`config.mk`:
```
export PLATFORM = sky130hd
export DESIGN_NAME = cnn_layer_sequencer_flat
export DESIGN_NICKNAME = d
export VERILOG_FILES = /design/src/rtl/cnn_layer_sequencer_if.sv /design/src/rtl/cnn_layer_sequencer.sv /design/src/flat_wrapper.sv
export SDC_FILE = /design/constraint.sdc
export NUM_CORES = 1
export LEC_CHECK = 0
export ABC_AREA = 1
export BUFFER_PORTS_ARGS = -buffer_cell sky130_fd_sc_hd__buf_4
export CORE_MARGIN = 2
export CORE_UTILIZATION = 45
export CTS_CLUSTER_DIAMETER = 120
export DETAILED_ROUTE_END_ITERATION = 10
export HOLD_SLACK_MARGIN = 0.05
export PLACE_DENSITY_LB_ADDON = 0.1
export SLEW_MARGIN = 40
export SYNTH_ARGS = -nofsm -noshare
export SYNTH_HDL_FRONTEND = slang
export SYNTH_SLANG_ARGS = --single-unit
```
`constraint.sdc`:
```
create_clock -name clk -period 2.05 [get_ports clk]
set_input_delay 0.205 -clock clk [delete_from_list [all_inputs] [get_ports clk]]
set_output_delay 0.205 -clock clk [all_outputs]
set_load 0.02 [all_outputs]
```
`src/rtl/cnn_layer_sequencer_if.sv`:
```
`default_nettype none
// ============================================================================
// Module   : cnn_layer_sequencer_if
// Brief    : Control bundle between the inference sequencer, the top-level
//            start/done client and the four stage engines.
// Revision : 1.0  initial release
// ============================================================================
interface cnn_layer_sequencer_if #(
    parameter int CNT_W = 16
);
    logic             start;
    logic [3:0]       label;
    logic             clear_stats;
    logic             conv_start;
    logic             conv_done;
    logic             pool_start;
    logic             pool_done;
    logic             fc_start;
    logic             fc_done;
    logic             argmax_start;
    logic             argmax_done;
    logic [3:0]       argmax_class;
    logic             busy;
    logic             done;
    logic [3:0]       classification;
    logic             correct;
    logic             timeout;
    logic [CNT_W-1:0] img_count;
    logic [CNT_W-1:0] correct_count;

    modport slave (
        input  start, label, clear_stats,
        input  conv_done, pool_done, fc_done, argmax_done, argmax_class,
        output conv_start, pool_start, fc_start, argmax_start,
        output busy, done, classification, correct, timeout,
        output img_count, correct_count
    );

    modport master (
        output start, label, clear_stats,
        output conv_done, pool_done, fc_done, argmax_done, argmax_class,
        input  conv_start, pool_start, fc_start, argmax_start,
        input  busy, done, classification, correct, timeout,
        input  img_count, correct_count
    );
endinterface
`default_nettype wire

```
`src/rtl/cnn_layer_sequencer.sv`:
```
`default_nettype none
// ============================================================================
// Module   : cnn_layer_sequencer
// Brief    : Sequences conv -> pool -> fc -> argmax for one image, with a
//            per-stage watchdog and running accuracy statistics.
// Revision : 1.0  initial release
// ============================================================================
module cnn_layer_sequencer #(
    parameter int TIMEOUT_CYCLES = 4096,
    parameter int CNT_W          = 16
) (
    input  logic                  clk,
    input  logic                  rst,
    cnn_layer_sequencer_if.slave  seq_if
);
    localparam int             CW        = (TIMEOUT_CYCLES > 2) ? $clog2(TIMEOUT_CYCLES) : 1;
    localparam logic [CW-1:0]  c_TO_LAST = CW'(TIMEOUT_CYCLES - 1);

    typedef enum logic [2:0] {
        S_IDLE   = 3'd0,
        S_CONV   = 3'd1,
        S_POOL   = 3'd2,
        S_FC     = 3'd3,
        S_ARGMAX = 3'd4
    } state_t;

    state_t           state_q;
    logic [CW-1:0]    stage_cnt_q;
    logic [3:0]       label_q;
    logic [3:0]       class_q;
    logic             correct_q;
    logic             timeout_q;
    logic             done_q;
    logic             conv_start_q;
    logic             pool_start_q;
    logic             fc_start_q;
    logic             argmax_start_q;
    logic [CNT_W-1:0] img_q;
    logic [CNT_W-1:0] corr_q;
    logic             w_stage_done;

    always_comb begin
        w_stage_done = 1'b0;
        case (state_q)
            S_CONV:   w_stage_done = seq_if.conv_done;
            S_POOL:   w_stage_done = seq_if.pool_done;
            S_FC:     w_stage_done = seq_if.fc_done;
            S_ARGMAX: w_stage_done = seq_if.argmax_done;
            default:  w_stage_done = 1'b0;
        endcase
    end

    always_ff @(posedge clk) begin
        if (rst) begin
            state_q        <= S_IDLE;
            stage_cnt_q    <= '0;
            label_q        <= 4'h0;
            class_q        <= 4'h0;
            correct_q      <= 1'b0;
            timeout_q      <= 1'b0;
            done_q         <= 1'b0;
            conv_start_q   <= 1'b0;
            pool_start_q   <= 1'b0;
            fc_start_q     <= 1'b0;
            argmax_start_q <= 1'b0;
        end else begin
            conv_start_q   <= 1'b0;
            pool_start_q   <= 1'b0;
            fc_start_q     <= 1'b0;
            argmax_start_q <= 1'b0;
            done_q         <= 1'b0;
            stage_cnt_q    <= stage_cnt_q + 1'b1;
            case (state_q)
                S_IDLE: begin
                    if (seq_if.start) begin
                        label_q      <= seq_if.label;
                        state_q      <= S_CONV;
                        conv_start_q <= 1'b1;
                        stage_cnt_q  <= '0;
                    end
                end
                default: begin
                    // A done in the watchdog's last cycle takes priority over the abort
                    if (w_stage_done) begin
                        stage_cnt_q <= '0;
                        case (state_q)
                            S_CONV: begin
                                state_q      <= S_POOL;
                                pool_start_q <= 1'b1;
                            end
                            S_POOL: begin
                                state_q    <= S_FC;
                                fc_start_q <= 1'b1;
                            end
                            S_FC: begin
                                state_q        <= S_ARGMAX;
                                argmax_start_q <= 1'b1;
                            end
                            S_ARGMAX: begin
                                state_q   <= S_IDLE;
                                done_q    <= 1'b1;
                                class_q   <= seq_if.argmax_class;
                                correct_q <= (seq_if.argmax_class == label_q);
                                timeout_q <= 1'b0;
                            end
                            default: state_q <= S_IDLE;
                        endcase
                    end else if (stage_cnt_q == c_TO_LAST) begin
                        state_q   <= S_IDLE;
                        done_q    <= 1'b1;
                        class_q   <= 4'hF;
                        correct_q <= 1'b0;
                        timeout_q <= 1'b1;
                    end
                end
            endcase
        end
    end

    // Statistics follow the done pulse; a coincident clear_stats wins.
    always_ff @(posedge clk) begin
        if (rst || seq_if.clear_stats) begin
            img_q  <= '0;
            corr_q <= '0;
        end else if (done_q) begin
            if (img_q != '1) begin
                img_q <= img_q + 1'b1;
            end
            if (correct_q && (corr_q != '1)) begin
                corr_q <= corr_q + 1'b1;
            end
        end
    end

    assign seq_if.conv_start     = conv_start_q;
    assign seq_if.pool_start     = pool_start_q;
    assign seq_if.fc_start       = fc_start_q;
    assign seq_if.argmax_start   = argmax_start_q;
    assign seq_if.busy           = (state_q != S_IDLE);
    assign seq_if.done           = done_q;
    assign seq_if.classification = class_q;
    assign seq_if.correct        = correct_q;
    assign seq_if.timeout        = timeout_q;
    assign seq_if.img_count      = img_q;
    assign seq_if.correct_count  = corr_q;

endmodule
`default_nettype wire

```
`src/flat_wrapper.sv`:
```
// flat-port wrapper written by rule: the top's interface ports become plain ports
module cnn_layer_sequencer_flat 
#(
    parameter int TIMEOUT_CYCLES = 4096,
    parameter int CNT_W          = 16
)
  (clk, rst, seq_if_start, seq_if_label, seq_if_clear_stats, seq_if_conv_done, seq_if_pool_done, seq_if_fc_done, seq_if_argmax_done, seq_if_argmax_class, seq_if_conv_start, seq_if_pool_start, seq_if_fc_start, seq_if_argmax_start, seq_if_busy, seq_if_done, seq_if_classification, seq_if_correct, seq_if_timeout, seq_if_img_count, seq_if_correct_count);
  cnn_layer_sequencer_if #(.CNT_W(CNT_W)) seq_if_i ();
  input  logic clk;
  input  logic rst;
  input wire logic [$bits(seq_if_i.start)-1:0] seq_if_start;
  input wire logic [$bits(seq_if_i.label)-1:0] seq_if_label;
  input wire logic [$bits(seq_if_i.clear_stats)-1:0] seq_if_clear_stats;
  input wire logic [$bits(seq_if_i.conv_done)-1:0] seq_if_conv_done;
  input wire logic [$bits(seq_if_i.pool_done)-1:0] seq_if_pool_done;
  input wire logic [$bits(seq_if_i.fc_done)-1:0] seq_if_fc_done;
  input wire logic [$bits(seq_if_i.argmax_done)-1:0] seq_if_argmax_done;
  input wire logic [$bits(seq_if_i.argmax_class)-1:0] seq_if_argmax_class;
  output wire logic [$bits(seq_if_i.conv_start)-1:0] seq_if_conv_start;
  output wire logic [$bits(seq_if_i.pool_start)-1:0] seq_if_pool_start;
  output wire logic [$bits(seq_if_i.fc_start)-1:0] seq_if_fc_start;
  output wire logic [$bits(seq_if_i.argmax_start)-1:0] seq_if_argmax_start;
  output wire logic [$bits(seq_if_i.busy)-1:0] seq_if_busy;
  output wire logic [$bits(seq_if_i.done)-1:0] seq_if_done;
  output wire logic [$bits(seq_if_i.classification)-1:0] seq_if_classification;
  output wire logic [$bits(seq_if_i.correct)-1:0] seq_if_correct;
  output wire logic [$bits(seq_if_i.timeout)-1:0] seq_if_timeout;
  output wire logic [$bits(seq_if_i.img_count)-1:0] seq_if_img_count;
  output wire logic [$bits(seq_if_i.correct_count)-1:0] seq_if_correct_count;
  assign seq_if_i.start = seq_if_start;
  assign seq_if_i.label = seq_if_label;
  assign seq_if_i.clear_stats = seq_if_clear_stats;
  assign seq_if_i.conv_done = seq_if_conv_done;
  assign seq_if_i.pool_done = seq_if_pool_done;
  assign seq_if_i.fc_done = seq_if_fc_done;
  assign seq_if_i.argmax_done = seq_if_argmax_done;
  assign seq_if_i.argmax_class = seq_if_argmax_class;
  assign seq_if_conv_start = seq_if_i.conv_start;
  assign seq_if_pool_start = seq_if_i.pool_start;
  assign seq_if_fc_start = seq_if_i.fc_start;
  assign seq_if_argmax_start = seq_if_i.argmax_start;
  assign seq_if_busy = seq_if_i.busy;
  assign seq_if_done = seq_if_i.done;
  assign seq_if_classification = seq_if_i.classification;
  assign seq_if_correct = seq_if_i.correct;
  assign seq_if_timeout = seq_if_i.timeout;
  assign seq_if_img_count = seq_if_i.img_count;
  assign seq_if_correct_count = seq_if_i.correct_count;
  cnn_layer_sequencer #(.TIMEOUT_CYCLES(TIMEOUT_CYCLES), .CNT_W(CNT_W)) u_core (.clk(clk), .rst(rst), .seq_if(seq_if_i));
endmodule
```
---- Yosys cells after proc, flatten, opt, wreduce, memory -nomap -nowiden ----
Index checks and enable logic that the tools add are counted.
storage, ports and cells
  latch bits .............................. 0
  memories kept ........................... 0
  output and inout bits ................... 44
  bits in registers ....................... 62
  ROM bits ................................ 0
  RAM bits ................................ 0
operators by class
  eq/ne operators ......................... 10
  multipliers ............................. 0
  shift-type cells ........................ 0
  magnitude comparators ................... 0
  reduce and logical (&&, ||, !) cells .... 14
  multiplexer cells ....................... 25
  bitwise operators ....................... 2
  add/sub/neg operators ................... 3
  div/mod/pow operators ................... 0
operators with widths
  operator               count
  $mux 12                3
  $add 16x1->16 const B  2
  $ne 16x16->1 const B   2
  $mux 1                 13
  $add 12x1->12 const B  1
  $eq 12x12->1 const B   1
  $mux 3                 4
  $mux 4                 3
  $pmux 3 s3             1
  $reduce_and 2->1       4
  $eq 3x2->1 const B     2
  $reduce_bool 3->1      2
  $eq 4x4->1             1
  $ne 2x2->1 const B     2
  $pmux 1 s4             1
  $reduce_or 2->1        2
  $eq 3x1->1 const B     1
  $eq 3x3->1 const B     1
  $logic_not 3->1        1
  $reduce_and 3->1       1
  $reduce_or 3->1        1
  $not 1->1              2
  $reduce_bool 2->1      1
  $logic_and 1x1->1      1
  $logic_or 1x1->1       1

---- Depth between registers and ports, before layout ----
  word-level depth ........................ 4
  mapped depth ............................ 11
  mapped depth without buffers ............ 10

---- Worst setup path after synthesis ----
No wires, ideal clock.
  path kind ............................... reg2reg
  from .................................... register u_core.corr_q[0] (netlist: u_core.seq_if.correct_count[0])
  to ...................................... register u_core.corr_q[2] (netlist: u_core.seq_if.correct_count[2])
  setup slack ............................. 0.305 ns
  path buffers ............................ 1
  arrival time ............................ 1.613 ns
  clock period less this slack ............ 1.745 ns
  library setup time ...................... 0.132 ns
  stages on the path, launching flop included .. 12
  path through ............................ dfxtp_1 ha_1 nand3_1 inv_1 nand2_1 inv_1 nand3_1 nand3_2 inv_2 buf_4 nand2_1 a21oi_1
between the ends
  longest elaborated chain between the ends .. 3
  elaborated cells between the ends (all ways) .. 4
  those cells by class .................... 1 x add/sub; 1 x eq/ne; 2 x reduce/logical
RTL lines
  what                                                   RTL line                    RTL
  start, declared                                        cnn_layer_sequencer.sv:39   logic [CNT_W-1:0] corr_q;
  start signal, assigned                                 cnn_layer_sequencer.sv:130  corr_q <= corr_q + 1'b1;
  branches (longest 3 deep; another with $add 16x1->16)  -
Several ways; the timed one is not identified.
A chain may end at the register's enable or synchronous reset.

---- Final worst setup path ----
  from .................................... register u_core.img_q[1] (netlist: u_core.seq_if.img_count[1])
  to ...................................... register u_core.img_q[6] (netlist: u_core.seq_if.img_count[6])
between the ends
  longest elaborated chain between the ends .. 2
  elaborated cells between the ends (all ways) .. 3
  those cells by class .................... 1 x add/sub; 1 x eq/ne; 1 x reduce/logical
RTL lines
  what                                                   RTL line                    RTL
  start, declared                                        cnn_layer_sequencer.sv:38   logic [CNT_W-1:0] img_q;
  start signal, assigned                                 cnn_layer_sequencer.sv:127  img_q <= img_q + 1'b1;
  branches (longest 2 deep; another with $add 16x1->16)  -
Several ways; the timed one is not identified.

==> impl_metrics.tcl <==
set metrics [dict create \
    fin_crit_ns 1.80 \
    gp_congestion 0.846 \
    grt_pass1_vias 2613 \
    cp.required_ns 2.28 \
    drt_iter0_markers 127 \
    r2r_cells 10 \
    drc 0 \
    syn2layout_area_growth_pct 22.5 \
    synth_top_family_by_area "simple AND/OR/NAND/NOR gates" \
    htreeDepth 3 \
    synthAdderAreaFrac_pct 1.22 \
    yosysTopAreaCell "dfxtp_1" \
    post-synth-top-count-cell "nand2_1" \
    clkLatencyLatePin_ns 0.33 \
    final_util_pct 56.2 \
    cts_resized 0 \
    grt_pass1_wl_um 11400 \
    clock-skew-final_ns 0.00782 \
    synth.area.top_cells "dfxtp_1 40%, nand2_1 14%, nor2_1 7.2%, a21oi_1 5.8%, nand3_1 5.0%" \
    slowest_delay_ns 0.40 \
    fillers 646 \
    synthSimpleGateAreaFrac_pct 34.7 \
    start_kind "flip-flop" \
    synth_edf_count 0 \
    finalMaxSlewViolations 0 \
    grt_max_degree 23 \
    placed_cell_area_um2 3590 \
    worstSetupPathType "flip-flop to flip-flop" \
    yosysSeqAreaShare_pct 40.3 \
    ys_types 28 \
    r2r-end "u_core.seq_if.img_count[6]" \
    regToRegSetupSlack_ns 0.25 \
    power_density_nw_per_um2 671 \
    vias 2901 \
    drtPass1Iterations 4 \
    synth_compound_area_share_pct 8.28 \
    tightest_slew_ns 0.497 \
    cp_cell_sequence "ha_1 > nand3_1 > nor2_1 > nand3_1 > nand2_1 > clkinv_1 > nand2_1 > nand2_1 > nand2_1 > nor2_1" \
    hold-path-endpoint "u_core.label_q[3]" \
    synth-xor-area-share_pct 7.95 \
    ys_seq_elements 62 \
    rows 30 \
    root_buffer "clkbuf_8" \
    multi_input_area_um2 1610 \
    path_common_cell "nand2_1" \
    synthArstFlopShare_pct 0 \
    tns_ns 0 \
    clk_pin_slew_ns 0.07 \
    wl_per_cell_um 11.3 \
    synthCells 441 \
    end_kind "flip-flop" \
    timing_hold_violations_final 0 \
    muxShareOfSynthArea_pct 0 \
    nets 525 \
    routed_wirelength_um 6700 \
    antenna_found_initial 0 \
    critPathMaxFanout 10 \
    synth.avg_cell_area_um2 6.99 \
    max_slew_margin_pct 66.6 \
    maxCapViolCount 0 \
    grt_overflow 0 \
    ys.warnings.count 0 \
    yosys-top-cells-count "116 x nand2_1, 62 x dfxtp_1, 59 x nor2_1" \
    p_leak_nw 1.48 \
    ir_drop_uv 340 \
    core_um2 6720 \
    worstHoldStart "seq_if_label[3]" \
    vias_per_cell 4.91 \
    diodes 0 \
    netlist_area_um2 3080 \
    setup_slack_ns 0.248 \
    setup_violations 0 \
    dieArea_um2 7530 \
    synth_top_area_share_pct 40.3 \
    final-seq-area_um2 1240 \
    max_freq_ghz 0.555 \
    dp_slack_ns 0.263 \
    rsz0062_at_grt "no" \
    cpMaxStageDelayCell "dfxtp_1" \
    min_path_type "primary input to flip-flop" \
    crit_arrival_ns 2.04 \
    fp.dieW_um 86.8 \
    postCtsSetupBuffers 0 \
    cts_tree "yes" \
    hold_buffers 0 \
    final_area_um2 3780 \
    synth_fp_nets 460 \
    cts.path.max_buffers 2 \
    synth_ff_type "dfxtp_1" \
    clkSinkCount 62 \
    die_height_um 86.8 \
    post-route-period-util_pct 87.9 \
    io_buffer_count 59 \
    track_usage_pct 18.6 \
    cts_made_buffers 9 \
    status "complete, no violations" \
    min_path_cells 2 \
    drive_gt1_share_pct 17.8 \
    r2r_start "u_core.seq_if.img_count[1]" \
    ios 60 \
    dp_hpwl_um 4970 \
    start_util_pct 45.9 \
    antenna_left 0 \
]
==> kinds of logic after synthesis <==
| logic type | Yosys count |
|---|---|
| xor+xnor | 28 |
| buf+inv | 54 |
| flops | 62 |
| simple gates | 246 |
| compound gates | 48 |
| fa+ha+maj | 3 |
==> cell usage in the layout, fill, tap and decap left out, types with 8 or more instances in the layout <==
cell type    n
clkbuf_8    12
nor2_1      59
a21oi_1     36
nor3_1      18
xnor2_1     11
dfxtp_1     62
buf_4       63
nand4_1      9
xor2_1      17
nand2_1    116
nand3_1     31
o21ai_0      8
inv_1       40
==> report_power, final <==
part           internal (W)  leakage (nW)  total, W  switching, W
Clock              0.000534        0.0954  0.000995      0.000461
Sequential          0.00124         0.501   0.00126     0.0000265
Combinational      0.000101         0.883  0.000275      0.000174
Total               0.00187          1.48   0.00253      0.000661
==> worst max path at each step <==
stage	cells after the start	to	slack [ns]	from
2_1_floorplan	11	u_core.seq_if.correct_count[2]	0.30	u_core.seq_if.correct_count[0]
3_3_place_gp	10	u_core.seq_if.correct_count[9]	0.31	u_core.seq_if.correct_count[0]
3_5_place_dp	10	u_core.seq_if.correct_count[5]	0.26	u_core.seq_if.correct_count[0]
4_1_cts	10	u_core.seq_if.correct_count[5]	0.24	u_core.seq_if.correct_count[0]
5_1_grt	10	u_core.seq_if.correct_count[2]	0.04	u_core.seq_if.correct_count[0]
6_report	10	u_core.seq_if.img_count[6]	0.25	u_core.seq_if.img_count[1]
==> cell type report <==
class	count	area share [%]
well taps	80	2.65
repair buffers	63	12.5
clock inverters	3	0.464
inverters	45	4.47
clock buffers	13	4.47
flip-flops and latches	62	32.9
multi-input cells	325	42.6
==> flip-flops by register name, indices dropped and copies added, names as in the netlist <==
name                          count
u_core.label_q                    4
u_core.seq_if.argmax_start        1
u_core.seq_if.classification      4
u_core.seq_if.conv_start          1
u_core.seq_if.correct             1
u_core.seq_if.correct_count      16
u_core.seq_if.done                1
u_core.seq_if.fc_start            1
u_core.seq_if.img_count          16
u_core.seq_if.pool_start          1
u_core.seq_if.timeout             1
u_core.stage_cnt_q               12
u_core.state_q                    3
==> worst max-delay path, delay by kind of cell, from the launching register on <==
kind | cells | cell delay, ns
buffers and inverters | 1 | 0.25
flip-flops | 1 | 0.40
AND/OR/NAND/NOR | 8 | 0.82
adder cells (fa/ha/maj) | 1 | 0.22
==> through the flow <==
step,hold slack [ns],total power (W),std cells
after global placement,0.427,0.00156,575
after global routing,0.0884,0.00265,591
final,0.0945,0.00253,591
after floorplan,0.344,0.00148,441
after detailed placement,0.434,0.00157,575
after CTS,0.0795,0.00256,591
==> metal layers <==
| layer | global-route usage, % | part of all wire, % | vias up |
|---|---|---|---|
| met4 | 7.81 | 1.2 | 0 |
| met3 | 3.43 | 4.3 | 7 |
| li1 | - | - | 1552 |
| met5 | 0 | 0 | - |
| met1 | 24.4 | 48 | 1281 |
| met2 | 30.1 | 47 | 61 |
(Power assumes the default switching activity.)
